## src/rtl/route_reserve_allocator.sv

```systemverilog
// rtl/route_reserve_allocator.sv - per-output route reservation arbiter with crossbar selects (ROUND_ROBIN_EN selects round-robin arbitration)
module route_reserve_allocator #(
    parameter int PORTS         = 4,
    parameter int REQUEST_WIDTH = 2
) (
    input  logic                             clk,
    input  logic                             rst,
    input  logic [PORTS-1:0]                 req_valid_i,
    input  logic [PORTS*REQUEST_WIDTH-1:0]   req_port_i,
    input  logic [PORTS-1:0]                 release_i,
    output logic [PORTS-1:0]                 grant_status_o,
    output logic [PORTS-1:0]                 out_busy_o,
    output logic [PORTS*REQUEST_WIDTH-1:0]   xbar_sel_o
);
    localparam int RW = REQUEST_WIDTH;

    localparam logic [0:0] ST_FREE     = 1'b0;
    localparam logic [0:0] ST_RESERVED = 1'b1;

    // Per-output reservation state and owning input
    logic [0:0]       state_q [PORTS];
    logic [0:0]       state_d [PORTS];
    logic [RW-1:0]    owner_q [PORTS];
    logic [RW-1:0]    owner_d [PORTS];
    // Per-input: currently holds an output / status pulse for this cycle
    logic [PORTS-1:0] held_q;
    logic [PORTS-1:0] held_d;
    logic [PORTS-1:0] grant_q;
    logic [PORTS-1:0] grant_d;
`ifdef ROUND_ROBIN_EN
    // Per-output search start, advanced past the owner on release
    logic [RW-1:0]    rr_q [PORTS];
    logic [RW-1:0]    rr_d [PORTS];
`endif

    int   arb_base;
    int   arb_idx;
    logic arb_found;

    // Release handling and per-output arbitration; both read only registered state,
    // so an output released this cycle is not re-arbitrated until the next one
    always_comb begin
        state_d   = state_q;
        owner_d   = owner_q;
        held_d    = held_q;
        grant_d   = '0;
        arb_base  = 0;
        arb_idx   = 0;
        arb_found = 1'b0;
`ifdef ROUND_ROBIN_EN
        rr_d      = rr_q;
`endif
        for (int o = 0; o < PORTS; o++) begin
            if (state_q[o] == ST_RESERVED) begin
                // Only the owning input can free a reserved output
                for (int i = 0; i < PORTS; i++) begin
                    if (owner_q[o] == RW'(i) && release_i[i]) begin
                        state_d[o] = ST_FREE;
                        held_d[i]  = 1'b0;
`ifdef ROUND_ROBIN_EN
                        rr_d[o]    = RW'((i + 1) % PORTS);
`endif
                    end
                end
            end else begin
`ifdef ROUND_ROBIN_EN
                arb_base  = int'(rr_q[o]);
`else
                arb_base  = 0;
`endif
                arb_found = 1'b0;
                for (int k = 0; k < PORTS; k++) begin
                    arb_idx = arb_base + k;
                    if (arb_idx >= PORTS) begin
                        arb_idx = arb_idx - PORTS;
                    end
                    // Out-of-range requests never equal any o, so they are never granted
                    if (!arb_found && req_valid_i[arb_idx] && !held_q[arb_idx] &&
                        req_port_i[arb_idx*RW +: RW] == RW'(o)) begin
                        arb_found        = 1'b1;
                        state_d[o]       = ST_RESERVED;
                        owner_d[o]       = RW'(arb_idx);
                        held_d[arb_idx]  = 1'b1;
                        grant_d[arb_idx] = 1'b1;
                    end
                end
            end
        end
    end

    // Register all reservation state; reset drops reservations and pending pulses
    always_ff @(posedge clk) begin
        if (rst) begin
            for (int o = 0; o < PORTS; o++) begin
                state_q[o] <= ST_FREE;
                owner_q[o] <= '0;
`ifdef ROUND_ROBIN_EN
                rr_q[o]    <= '0;
`endif
            end
            held_q  <= '0;
            grant_q <= '0;
        end else begin
            for (int o = 0; o < PORTS; o++) begin
                state_q[o] <= state_d[o];
                owner_q[o] <= owner_d[o];
`ifdef ROUND_ROBIN_EN
                rr_q[o]    <= rr_d[o];
`endif
            end
            held_q  <= held_d;
            grant_q <= grant_d;
        end
    end

    // Outputs come straight from registers; xbar_sel keeps the last owner after release
    always_comb begin
        grant_status_o = grant_q;
        out_busy_o     = '0;
        xbar_sel_o     = '0;
        for (int o = 0; o < PORTS; o++) begin
            out_busy_o[o]            = (state_q[o] == ST_RESERVED);
            xbar_sel_o[o*RW +: RW]   = owner_q[o];
        end
    end

endmodule
```

## config.mk

```make
export PLATFORM = sky130hd
export DESIGN_NAME = route_reserve_allocator
export DESIGN_NICKNAME = d
export VERILOG_FILES = /design/src/rtl/route_reserve_allocator.sv
export SDC_FILE = /design/constraint.sdc
export NUM_CORES = 1
export LEC_CHECK = 0
export BUFFER_PORTS_ARGS = -buffer_cell sky130_fd_sc_hd__buf_4
export CAP_MARGIN = 20
export CORE_UTILIZATION = 50
export CTS_CLUSTER_SIZE = 20
export DETAILED_ROUTE_END_ITERATION = 10
export HOLD_SLACK_MARGIN = 0.03
export PLACE_DENSITY = 0.76
export SETUP_SLACK_MARGIN = 0.1
export SLEW_MARGIN = 25
export SYNTH_ARGS = -nofsm -noshare
export SYNTH_HDL_FRONTEND = slang
export SYNTH_SLANG_ARGS = --single-unit
```

## constraint.sdc

```tcl
create_clock -name clk -period 2.85 [get_ports clk]
set_clock_uncertainty 0.15 [all_clocks]
set_input_delay 0.285 -clock clk [delete_from_list [all_inputs] [get_ports clk]]
set_output_delay 0.285 -clock clk [all_outputs]
set_load 0.005 [all_outputs]
```

=== After elaboration in Yosys (flattened, before gate mapping) ===
Cells that the tools add are included.

* Word-level logic and storage cells: 254
* Output and inout port bits: 16
* Register bits: 20

* Eq/ne operators: 24
* Bitwise operators: 4
* Muxes and demuxes: 127
* Reduce and logical (&&, ||, !) cells: 89

{| class="wikitable"
|+ Operators by type and width
! operator !! number
|-
| $mux 1 || 103
|-
| $logic_and 1x1->1 || 57
|-
| $eq 2x2->1 const B || 16
|-
| $mux 2 || 16
|-
| $mux 4 || 8
|-
| $eq 2x1->1 const B || 8
|-
| $logic_not 1->1 || 16
|-
| $logic_not 2->1 || 8
|-
| $reduce_bool 4->1 || 4
|-
| $reduce_and 2->1 || 4
|-
| $not 1->1 || 4
|}

=== Depth between registers and ports, before layout ===
* Depth in word-level cells: 29
* Mapped depth: 6

=== Worst setup path after synthesis ===
No wires, ideal clock.

* Path type: flip-flop to flip-flop
* From: reg held_q[1]
* To: reg held_q[3]
* Clock period less this slack: 1913 ps
* Path slack: 937 ps
* Arrival: 1677 ps
* Cell stages (with the launch flop): 6
* Data required time: 2614 ps
* Cells stage by stage: dfxtp_1 and4bb_1 or3_4 or3b_1 o311a_2 a221oi_2

* Cells in the longest elaborated chain, start to end: 23
* Elaborated cells between the ends (all ways): 68
* Classes of those cells: mux: 27; reduce/logical: 41

{| class="wikitable"
|+ Ends and longest elaborated chain
! item !! RTL line !! RTL
|-
| from (decl) || 26 || <nowiki>logic [PORTS-1:0] held_q;</nowiki>
|-
| from (signal assigned) || 111 || <nowiki>held_q <= held_d;</nowiki>
|-
| $logic_not 1->1 * || 78 || <nowiki>if (!arb_found && req_valid_i[arb_idx] && !held_q[arb_idx] &&</nowiki>
|-
| $logic_and 1x1->1 (2 in series) || 78 ||
|-
| $mux 1 || 78 ||
|-
| $mux 1 || 54 || <nowiki>if (state_q[o] == ST_RESERVED) begin</nowiki>
|-
| $logic_not 1->1 || 78 ||
|-
| $logic_and 1x1->1 (3 in series) || 78 ||
|-
| $mux 1 || 78 ||
|-
| $mux 1 || 54 ||
|-
| [4 not listed] || - ||
|-
| $mux 1 || 78 ||
|-
| $mux 4 || 54 ||
|-
| $mux 1, on equally long branches || 78, 57 ||
|-
| $mux 4 || 54 ||
|-
| $mux 1, on equally long branches || 78, 57 ||
|-
| $mux 4 || 54 ||
|-
| $mux 1, on equally long branches || 78, 57 ||
|-
| $mux 4 * || 54 ||
|}

Every way passes the cells marked *; elsewhere a longest branch is shown, timed or not. The select of a mux whose other input is x is not followed.
A chain may end at the register's enable or synchronous reset.

=== Worst setup path in the final report ===
* From: reg held_q[0]
* To: reg held_q[3]

* Cells in the longest elaborated chain, start to end: 29
* Elaborated cells between the ends (all ways): 89
* Classes of those cells: mux: 35; reduce/logical: 54

{| class="wikitable"
|+ Ends and longest elaborated chain
! item !! RTL line
|-
| $logic_not 1->1 * || 78
|-
| $logic_and 1x1->1 * || 78
|-
| $logic_and 1x1->1 || 78
|-
| $mux 1 || 78
|-
| $mux 1 || 54
|-
| $logic_not 1->1 || 78
|-
| $logic_and 1x1->1 (3 in series) || 78
|-
| $mux 1 || 78
|-
| [11 not listed] || -
|-
| $mux 1 || 78
|-
| $mux 4 || 54
|-
| $mux 1, on equally long branches || 78, 57
|-
| $mux 4 || 54
|-
| $mux 1, on equally long branches || 78, 57
|-
| $mux 4 || 54
|-
| $mux 1, on equally long branches || 78, 57
|-
| $mux 4 * || 54
|}

Marks and branches as above.

==> flow_metrics.env <==
export IMPL_status="finished, final reports clean"
export IMPL_synthArstFlopShare=0
export IMPL_ioPinCount=34
export IMPL_slew_headroom=0.3281
export IMPL_avgRoutedWirePerCell_um=18.25
export IMPL_ys_types=41
export IMPL_n_fill_cell=227
export IMPL_num_rows=18
export IMPL_grtUsageTotal=0.3073
export IMPL_nNetsFinal=205
export IMPL_grt_pass1_wl_um=6120
export IMPL_grt_max_degree=21
export IMPL_finalCritPeriodShare=0.7557
export IMPL_rsz0062_at_grt="no"
export IMPL_reg2reg_slack_ns=0.70
export IMPL_crit_type="flop to flop"
export IMPL_min_delay_path_class="input pin to flop"
export IMPL_yosysTopAreaCellShare=0.3045
export IMPL_holdWs_ns=0.06501
export IMPL_hold_viol=0
export IMPL_powerDensity_mw_per_mm2=517.9
export IMPL_max_freq_mhz=464.3
export IMPL_n_antenna_cell=0
export IMPL_vias=1440
export IMPL_synth_edf_count=0
export IMPL_reg2reg_from="held_q[0]$_SDFF_PP0_"
export IMPL_via_per_inst=6.667
export IMPL_post_cts_setup_buffers=0
export IMPL_synth_seq_cells=20
export IMPL_insertion_delay_ns=0.31
export IMPL_cellLeakagePower_nw=0.6330
export IMPL_ys_flop_type="dfxtp_1"
export IMPL_synth_net_count=172
export IMPL_cp_slowest_cell="nor4b_1"
export IMPL_worstMarginPinSlew_ns=0.9939
export IMPL_sw_frac_of_total=0.3117
export IMPL_clk_path_buf_depth=2
export IMPL_power_switching_w=0.0002644
export IMPL_placement_io_buffers=33
export IMPL_yosys_top_cells_count="dfxtp_1 (20), a21oi_1 (15), nor2_1 (15), nand2_1 (14)"
export IMPL_die_h_um=53.29
export IMPL_dr_pass1_iters=4
export IMPL_drtIter0Drc=54
export IMPL_ctsResizeCount=0
export IMPL_max_stage_delay_ns=0.88
export IMPL_crit_start="held_q[0]$_SDFF_PP0_"
export IMPL_ir_worst_vdd_mv=0.4213
export IMPL_syn_cell_area_mm2=0.001315
export IMPL_crit_required_ns=2.90
export IMPL_grt_pass1_vias=1248
export IMPL_grt_overflow=0
export IMPL_yosys_area_top_type="dfxtp_1"
export IMPL_initial_utilization=0.5308
export IMPL_numCtsBuffers=3
export IMPL_reg2reg_depth=5
export IMPL_synthTopCellsByArea="dfxtp_1 (30%), mux4_2 (6.9%), a21oi_1 (5.7%)"
export IMPL_wl_um=3941
export IMPL_syn_inst=154
export IMPL_seq_power_share=0.433
export IMPL_multi_input_area_um2=869.6
export IMPL_seqCellArea_um2=400.4
export IMPL_hp_start="release_i[0]"
export IMPL_pre_cts_ws_ns=0.7839
export IMPL_hold_depth=2
export IMPL_max_cap_violations=0
export IMPL_p_int_w=0.0005838
export IMPL_worstPathArrival_ns=2.20
export IMPL_clock_sinks=20
export IMPL_area_growth_synth_to_final_pct=24.55
export IMPL_ys_warn_count=0
export IMPL_antenna_left=0
export IMPL_setup_violations=0
export IMPL_yosysMostFrequentCell="dfxtp_1"
export IMPL_drcViolationCount=0
export IMPL_root_buffer="clkbuf_4"
export IMPL_setup_tns_ns=0
export IMPL_p_clk_frac=0.281
export IMPL_fin_total_pwr_w=0.0008482
export IMPL_ctsHoldBuffers=0
export IMPL_final_min_clock_period_ns=2.154
export IMPL_cts_tree="done"
export IMPL_busiest_layer="met2"
export IMPL_cp_start_kind="flop"
export IMPL_combPwrFrac=0.286
export IMPL_worstPathCellList="nor4b_1 -> nor3_1 -> a21oi_1 -> a21o_1 -> a221oi_2"
export IMPL_dieArea_mm2=0.002839
export IMPL_slew_viol_final=0
export IMPL_use_met3=0.02874
export IMPL_use_met2=0.5000
export IMPL_cts_clk_slew_worst_paths_ns=0.12
export IMPL_syn_area_per_cell_um2=8.539
export IMPL_cp_max_fo=6
export IMPL_gp_congestion=0.9459
export IMPL_core_area_mm2=0.002477
export IMPL_endpoint_kind="flop"
export IMPL_antenna_found_initial=0
export IMPL_drive_gt1_frac=0.2581
export IMPL_cts_max_level=1
export IMPL_dp_hpwl_um=2954
export IMPL_seq_area_frac_synth=0.3045
export IMPL_setup_ws_ns=0.6962
export IMPL_die_w_um=53.29
export IMPL_grt_util_met1=0.4204
[metrics by stage]
step	area (um^2)	instances	util
finish	1638	216	0.6611
global route	1638	216	0.6611
CTS	1638	216	0.6611
detailed placement	1585	212	0.6399
global placement	1585	212	0.6399
floorplan	1315	154	-
[power by group through the flow]
| stage | clock, W | combinational, W | sequential [W] |
|---|---|---|---|
| floorplan | 0 | 0.000158 | 0.000348 |
| global placement | 0 | 0.000234 | 0.000370 |
| detailed placement | 0 | 0.000238 | 0.000372 |
| CTS | 0.000240 | 0.000240 | 0.000366 |
| global route | 0.000247 | 0.000265 | 0.000374 |
| finish | 0.000238 | 0.000243 | 0.000367 |
[registers in the layout, summed over array words and instances (netlist names)]
signal	flops
out_busy_o	4
xbar_sel_o	8
grant_status_o	4
held_q	4
[logic make-up after synthesis]
family,share of synthesized area
and+or+nand+nor,0.3416
AOI/OAI and AO/OA,0.2350
DFF,0.3045
buffers and inverters,0.03425
muxes,0.08468
[worst max-delay path, delay by kind of cell (launching register included)]
kind,cells,cell delay [ns]
AND/OR/NAND/NOR,2,1.11
flip-flops,1,0.38
AO/OA/AOI/OAI,3,0.39
[worst paths after layout]
path,endpoint
setup / recovery,held_q[3]$_SDFF_PP0_
hold / removal,held_q[0]$_SDFF_PP0_
setup reg to reg,held_q[3]$_SDFF_PP0_
hold reg to reg,held_q[2]$_SDFF_PP0_
[layer usage]
| layer | up-vias | routed length, um |
|---|---|---|
| met2 | 95 | 1889 |
| met4 | 0 | 84 |
| met3 | 12 | 341 |
| li1 | 671 | - |
| met5 | - | 0 |
| met1 | 662 | 1626 |
[final cells by class]
cell class                      count  area share
Multi-Input combinational cell    122      0.5309
Sequential cell                    20      0.2445
Timing Repair Buffer               34      0.1558
Tap cell                           30     0.02292
Clock inverter                      1     0.01833
Clock buffer                        3     0.01375
Inverter                            6     0.01375
[layout by cell type, fill, tap and decap left out, types with 2 or more instances in the layout]
master,count
a211oi_1,6
a21oi_1,15
a221oi_1,2
a31oi_1,2
and2_1,3
and4b_1,3
buf_4,34
clkbuf_4,3
dfxtp_1,20
inv_1,6
mux4_2,4
nand2_1,14
nand2b_1,2
nand3_1,4
nand3b_1,3
nand4b_1,5
nor2_1,15
nor3_1,5
nor3b_1,3
nor4b_1,3
nor4b_2,2
nor4bb_1,3
o21ai_0,4
o22ai_1,4
o32a_1,2
or3b_1,2
No activity file was read; power rests on OpenSTA's default activity.
